--- src/rtl/fifo_pkg.sv ---
// Shared definitions for the FIFO word packer: FSM states, default geometry, lane width helper.
// No logic or state lives in this package.
package fifo_pkg;

    typedef enum logic {
        FILL = 1'b0,
        HOLD = 1'b1
    } pack_state_t;

    localparam int MSBD_DEF         = 3;
    localparam int WORDS_DEF        = 4;
    localparam int MSBC_DEF         = 1;
    localparam int FLUSH_CYCLES_DEF = 8;

    function automatic int lane_width(input int msbd);
        return msbd + 1;
    endfunction

    localparam int LANE_W_DEF = MSBD_DEF + 1;

endpackage

--- src/rtl/fifo_packer_flush_timer.sv ---
// Idle timer: counts enabled cycles and pulses expired on the FLUSH_CYCLES-th one.
// Expired is combinational from enable; the count restarts on clear or on expiry.
module fifo_packer_flush_timer #(
    parameter int FLUSH_CYCLES = 8
) (
    input  logic clock,
    input  logic reset_n,
    input  logic clear,
    input  logic enable,
    output logic expired
);

    localparam int W = $clog2(FLUSH_CYCLES + 1);

    logic [W-1:0] idle;

    // Fire on the edge that would bring the idle count to FLUSH_CYCLES.
    assign expired = enable & (idle == W'(FLUSH_CYCLES - 1));

    always_ff @(posedge clock or negedge reset_n) begin
        if (!reset_n) begin
            idle <= '0;
        end else if (clear || expired) begin
            idle <= '0;
        end else if (enable) begin
            idle <= idle + 1'b1;
        end
    end

endmodule

--- src/rtl/fifo_word_packer.sv ---
// Drains a FIFO and packs WORDS words into one valid/ready output word (lane 0 = first popped);
// valid rises on the edge capturing the last lane, no pops while a word is held. Partial flush: PACKER_FLUSH_EN.
module fifo_word_packer
    import fifo_pkg::*;
#(
    parameter int MSBD         = MSBD_DEF,
    parameter int WORDS        = WORDS_DEF,
    parameter int MSBC         = MSBC_DEF,
    parameter int FLUSH_CYCLES = FLUSH_CYCLES_DEF
) (
    input  logic                        clock,
    input  logic                        reset_n,
    input  logic [MSBD:0]               fifoData,
    input  logic                        fifoEmpty,
    input  logic                        fifoFull,
    input  logic                        fifoPush,
    output logic                        fifoPop,
    output logic [(MSBD+1)*WORDS-1:0]   outData,
    output logic [MSBC:0]               outLanes,
    output logic                        outValid,
    input  logic                        outReady
);

    localparam int            LW         = lane_width(MSBD);
    localparam logic [MSBC:0] LAST_LANE  = (MSBC+1)'(WORDS - 1);
    // When WORDS == 2^(MSBC+1) a full word wraps to 0 here; widen MSBC to see the true count.
    localparam logic [MSBC:0] FULL_LANES = (MSBC+1)'(WORDS);

    pack_state_t   state, state_nxt;
    logic [MSBC:0] count;
    logic          accepted;
    logic          last_lane;
    logic          flush;

    assign fifoPop   = (state == FILL) & ~fifoEmpty & reset_n;
    // The FIFO lets an effective push win over a pop, so that pop never happened.
    assign accepted  = fifoPop & ~(fifoPush & ~fifoFull);
    assign last_lane = accepted & (count == LAST_LANE);

`ifdef PACKER_FLUSH_EN
    logic idle_en;

    assign idle_en = (state == FILL) & (count != '0) & ~accepted;

    fifo_packer_flush_timer #(
        .FLUSH_CYCLES (FLUSH_CYCLES)
    ) u_flush_timer (
        .clock   (clock),
        .reset_n (reset_n),
        .clear   (~idle_en),
        .enable  (idle_en),
        .expired (flush)
    );
`else
    // Partial words wait for more data; the flush interval has no effect in this build.
    assign flush = 1'b0 & (FLUSH_CYCLES != 0);
`endif

    always_ff @(posedge clock or negedge reset_n) begin
        if (!reset_n) begin
            state <= FILL;
        end else begin
            state <= state_nxt;
        end
    end

    always_comb begin
        state_nxt = state;
        case (state)
            FILL:    if (last_lane || flush) state_nxt = HOLD;
            HOLD:    if (outReady)           state_nxt = FILL;
            default:                         state_nxt = FILL;
        endcase
    end

    always_ff @(posedge clock or negedge reset_n) begin
        if (!reset_n) begin
            count    <= '0;
            outData  <= '0;
            outLanes <= '0;
            outValid <= 1'b0;
        end else begin
            if (accepted) begin
                outData[count*LW +: LW] <= fifoData;
                count <= last_lane ? '0 : count + 1'b1;
            end else if (flush) begin
                count <= '0;
            end

            if (last_lane) begin
                outValid <= 1'b1;
                outLanes <= FULL_LANES;
            end else if (flush) begin
                outValid <= 1'b1;
                outLanes <= count;
            end else if (state == HOLD && outReady) begin
                outValid <= 1'b0;
                outData  <= '0;
            end
        end
    end

endmodule

--- config.mk ---
export PLATFORM = sky130hd
export DESIGN_NAME = fifo_word_packer
export DESIGN_NICKNAME = d
export VERILOG_FILES = /design/src/rtl/fifo_pkg.sv /design/src/rtl/fifo_packer_flush_timer.sv /design/src/rtl/fifo_word_packer.sv
export SDC_FILE = /design/constraint.sdc
export NUM_CORES = 1
export LEC_CHECK = 0
export CORE_MARGIN = 4
export CORE_UTILIZATION = 55
export DETAILED_ROUTE_END_ITERATION = 10
export DONT_BUFFER_PORTS = 1
export HOLD_SLACK_MARGIN = 0.15
export PLACE_DENSITY = 0.75
export SLEW_MARGIN = 20
export SYNTH_ARGS = -nofsm -noshare
export SYNTH_HDL_FRONTEND = slang
export SYNTH_HIERARCHICAL = 1
export SYNTH_SLANG_ARGS = --single-unit
--- constraint.sdc ---
create_clock -name clock -period 2 [get_ports clock]
set_clock_uncertainty 0.05 [all_clocks]
set_input_delay 0.4 -clock clock [delete_from_list [all_inputs] [get_ports clock]]
set_output_delay 0.4 -clock clock [all_outputs]
set_load 0.01 [all_outputs]
-- Word level (Yosys, flattened, before mapping)
Cells that the tools add are included.
- flip-flop bits (word level): 20
- word-level logic and storage cells: 30
- add/sub/neg operators: 2
- equality and inequality tests: 1
- shift-type cells: 2
- muxes and demuxes: 10
- bitwise gates (word level): 9
- reductions and logical operators: 2
- operators with widths (kind ; number):
    two-way mux 16 bit ; 3
    negator 4 -> 34 bit ; 1
    variable shift 4 x 34 -> 16 bit, first input constant ; 1
    variable part select 4 x 34 -> 16 bit ; 1
    bitwise mux 16 bit ; 1
    bitwise AND 1 bit ; 5
    two-way mux 1 bit ; 4
    inverter 1 bit ; 4
    adder 2 x 1 -> 2 bit, second input constant ; 1
    == test 2 bit, second input constant ; 1
    two-way mux 2 bit ; 1
    one-hot mux 1 bit (2 select lines) ; 1
    nonzero test 2 bit ; 1
    logical AND 1 bit ; 1

-- Depth between registers and ports, before layout
- depth in word-level cells: 7
- mapped depth: 5

-- Worst setup path before layout
OpenSTA, ideal clock, no wires.
- path kind: flip-flop to flip-flop
- start: register count[0]
- end: register outData[10]
- data arrival time: 1.484 ns
- required time: 1.869 ns
- slack: 0.385 ns
- cell stages (with the launch flop): 6
- buffers on the path: 0
- period minus slack after synthesis: 1.615 ns
- path through: dfrtp_1 -> inv_1 -> ha_1 -> a21boi_1 -> nand4b_1 -> mux2i_1
- word-level cells in the longest chain between the ends: 6
- elaborated cells on any way between the ends: 9
- those cells by class: add/sub: 1; eq/ne: 1; shift: 2; mux: 4; bitwise: 1
- ends and longest elaborated chain (item ; line ; RTL):
    from (decl) ; fifo_word_packer.sv:30 ; logic [MSBC:0] count;
    from (signal assigned) ; fifo_word_packer.sv:85 ; count <= last_lane ? '0 : count + 1'b1;
    negator 4 -> 34 bit ; fifo_word_packer.sv:84 ; outData[count*LW +: LW] <= fifoData;
    variable part select 4 x 34 -> 16 bit / variable shift 4 x 34 -> 16 bit (equally long branches) ; fifo_word_packer.sv:84 ;
    bitwise mux 16 bit ; fifo_word_packer.sv:84 ;
    two-way mux 16 bit ; fifo_word_packer.sv:83 ; if (accepted) begin
    two-way mux 16 bit ; fifo_word_packer.sv:96 ; end else if (state == HOLD && outReady) begin
    two-way mux 16 bit * ; fifo_word_packer.sv:90 ; if (last_lane) begin
    to (signal, indexed assignment) ; fifo_word_packer.sv:84 ;
    to (decl) ; fifo_word_packer.sv:18 ; output logic [(MSBD+1)*WORDS-1:0] outData,
Every way passes the cells marked *; elsewhere a longest branch is shown, timed or not.
A chain may end at the register's enable or synchronous reset.

-- Final worst setup path
- start: register count[0]
- end: register outData[14]
Same word-level chain as after synthesis.

==> flow_summary.ini <==
[timing]
tns_ns = 0
fin_crit_sh_pct = 87.54
hold_violations = 0
finalMaxSlewViolations = 0
rsz0062_at_grt = no
fin_crit_ns = 1.751
setup_viol = 0
worst_pin_slew_ns = 0.9225
max_freq_ghz = 0.5712
slew_headroom_pct = 38.30

[route]
drtIter0Drc = 16
firstDrtPassIters = 4
vias_per_cell = 5.763
avgRoutedWirePerCell_um = 16.66
drc = 0
vias = 755
postRouteAntennaNets = 0
wirelength_um = 2183

[setup_path]
cp_data_arrival_time_ns = 1.95
max_stage_delay_ns = 0.49
r2r_start = count[0]$_DFFE_PN0N_
crit_path_start = count[0]$_DFFE_PN0N_
cp_max_fo = 9
slowest_stage = dfrtp_1
crit_chain = inv_1 -> ha_1 -> nor3b_1 -> nand3b_1 -> mux2i_1
crit_buf_inv = 1
startpoint_type = register
end_kind = register
critPathKind = reg2reg
cpLargestDelayFamily = simple AND/OR/NAND/NOR gates
crit_required_ns = 2.20

[power_and_ir_drop]
p_int_uw = 861.0
ir_drop_uv = 845.9
switching_power_uw = 619.8
switching_share_pct = 41.86
power.share.clock_pct = 13.3
power-per-cell-area_mw_per_mm2 = 1315
cellLeakagePower_uw = 0.0005948
pwr-share-seq_pct = 46.4
combPwrFrac_pct = 40.2

[clock_tree]
cts-root-buf = clkbuf_4
cts_tree = done
clk_path_buf_depth = 2
cts_setup_buffers = 0
clock-sinks = 20
htree_levels = 1
cts_buffers = 3
insertion_delay_ns = 0.31
ctsResizeCount = 0
cts_hold_buf = 2
clk_pin_slew_ns = 0.12

[global_routing]
gr-usage-met2_pct = 29.45
grt_overflow_total = 0
busiest_layer = met2
grt.total_usage_pct = 19.03
grt_pass1_vias = 742
grt_util_met3_pct = 4.298
grt_pass1_wl_um = 3608
met1_usage_pct = 24.58
antenna_found_initial = 0
grt_max_degree = 21

[floorplanning]
die_h_um = 51.53
core_area_mm2 = 0.001764
top_level_ports = 30
die_w_um = 51.53
start_util_pct = 59.08
die_area_mm2 = 0.002655
rows = 15

[logic_synthesis]
ys_warn_count = 6
synthTopCellsByArea = dfrtp_1 (48%), mux2i_1 (16%), nand2_1 (9.0%), ha_1 (6.0%), nand4b_1 (5.0%)
synth.top_cells.by_count = nand2_1 (25), dfrtp_1 (20), mux2i_1 (17)
synth_top_area_share_pct = 48.02
netlist_area_mm2 = 0.001042
syn_avg_cell_area_um2 = 10.42
synth_edf_count = 0
synth_ff_type = dfrtp_1
synth_largest_area_cell = dfrtp_1
ys_types = 20
async_flop_share_pct = 100.0
yosysMostFrequentCell = nand2_1
seq_area_frac_synth_pct = 48.02
netlist_instances = 100
ys_ff_latch = 20

[place]
dp_hpwl_um = 1610
port_buffers = 0
dp.cells = 125
place_congestion = 0.8460

[finish]
diodes = 0
drive_above_1_share_pct = 7.547
nets = 123
stdcell_count = 131
areaGrowthSynthToFinish_pct = 8.043

[flow_run]
cap_violations = 0

[outcome]
status = completed

[worst_hold_path]
hp-class = in2reg
min_from = fifoData[3]
## worst reg2reg max path, delay by kind of cell, from the launching register on
kind / cells / cell delay, ns
muxes: 1 / 0.14
adders and majority gates: 1 / 0.36
buffers and inverters: 1 / 0.13
and+or+nand+nor: 2 / 0.53
DFF: 1 / 0.49
## power by group through the flow
| stage | Sequential (uW) | Clock (uW) | Combinational (uW) |
|---|---|---|---|
| detailed placement | 701 | 0 | 578 |
| floorplan | 671 | 0 | 449 |
| global placement | 693 | 0 | 545 |
| CTS | 691 | 197 | 591 |
| global route | 707 | 225 | 671 |
| finish | 688 | 198 | 595 |
## metal layers
metal	wire length (um)	vias to the layer above
met2	1009	26
met5	0	-
met1	958	372
met4	51	0
met3	164	5
li1	-	352
## cell type report
class	count	area, um2
well taps	25	31.28
fillers	158	638.1
flip-flops and latches	20	500.5
multi-input cells	75	515.5
inverters	3	11.26
clock buffers	3	22.52
repair buffers	5	45.04
## sequential cells by signal, summed over array words and instances (netlist names)
signal and flops:
count 2, outData 16, outValid 1, state 1
## worst paths after layout
kind	end	slack, ns	cells after the start
max	outData[14]$_DFF_PN0_	0.25	5
min	outData[15]$_DFF_PN0_	0.17	2
max reg2reg	outData[14]$_DFF_PN0_	0.25	5
min reg2reg	outValid$_DFFE_PN0P_	0.51	2
max in group asynchronous	outData[3]$_DFF_PN0_	0.72	1
min in group asynchronous	outData[11]$_DFF_PN0_	0.61	1
## metrics by stage
step           power, uW  worst slack (ns)  util, %  hold slack [ns]  area [um2]
3_5_place_dp        1279            0.2812    60.85          0.05494        1074
3_3_place_gp        1238            0.3554    60.85          0.05488        1074
2_1_floorplan       1120            0.3850        -          0.05441        1046
5_1_grt             1603           0.03203    63.83           0.1514        1126
4_1_cts             1479            0.2634    63.26           0.1680        1116
6_report            1481            0.2492    63.83           0.1650        1126
## cell usage in the layout, fill, tap and decap left out, types with 2 or more instances in the layout
cell type,Yosys,layout
nand2_1,25,25
dfrtp_1,20,20
mux2i_1,17,17
nand4b_1,6,6
nand3_1,6,6
ha_1,5,5
inv_1,3,3
nor2_1,3,3
clkbuf_4,0,3
dlygate4sd3_1,0,3
nand3b_1,2,2
nand2b_1,2,2
conb_1,1,2
buf_4,2,2
## kinds of logic after synthesis
group                      Yosys count  synth area share [%]
and+or+nand+nor                     48                 24.13
DFF                                 20                 48.02
muxes                               18                 17.41
buffers and inverters                6                 2.880
adders and majority gates            5                 6.002
AOI/OAI and AO/OA                    2                 1.200
other                                1                0.3598
Note: power is estimated with default switching activity, not from simulation.
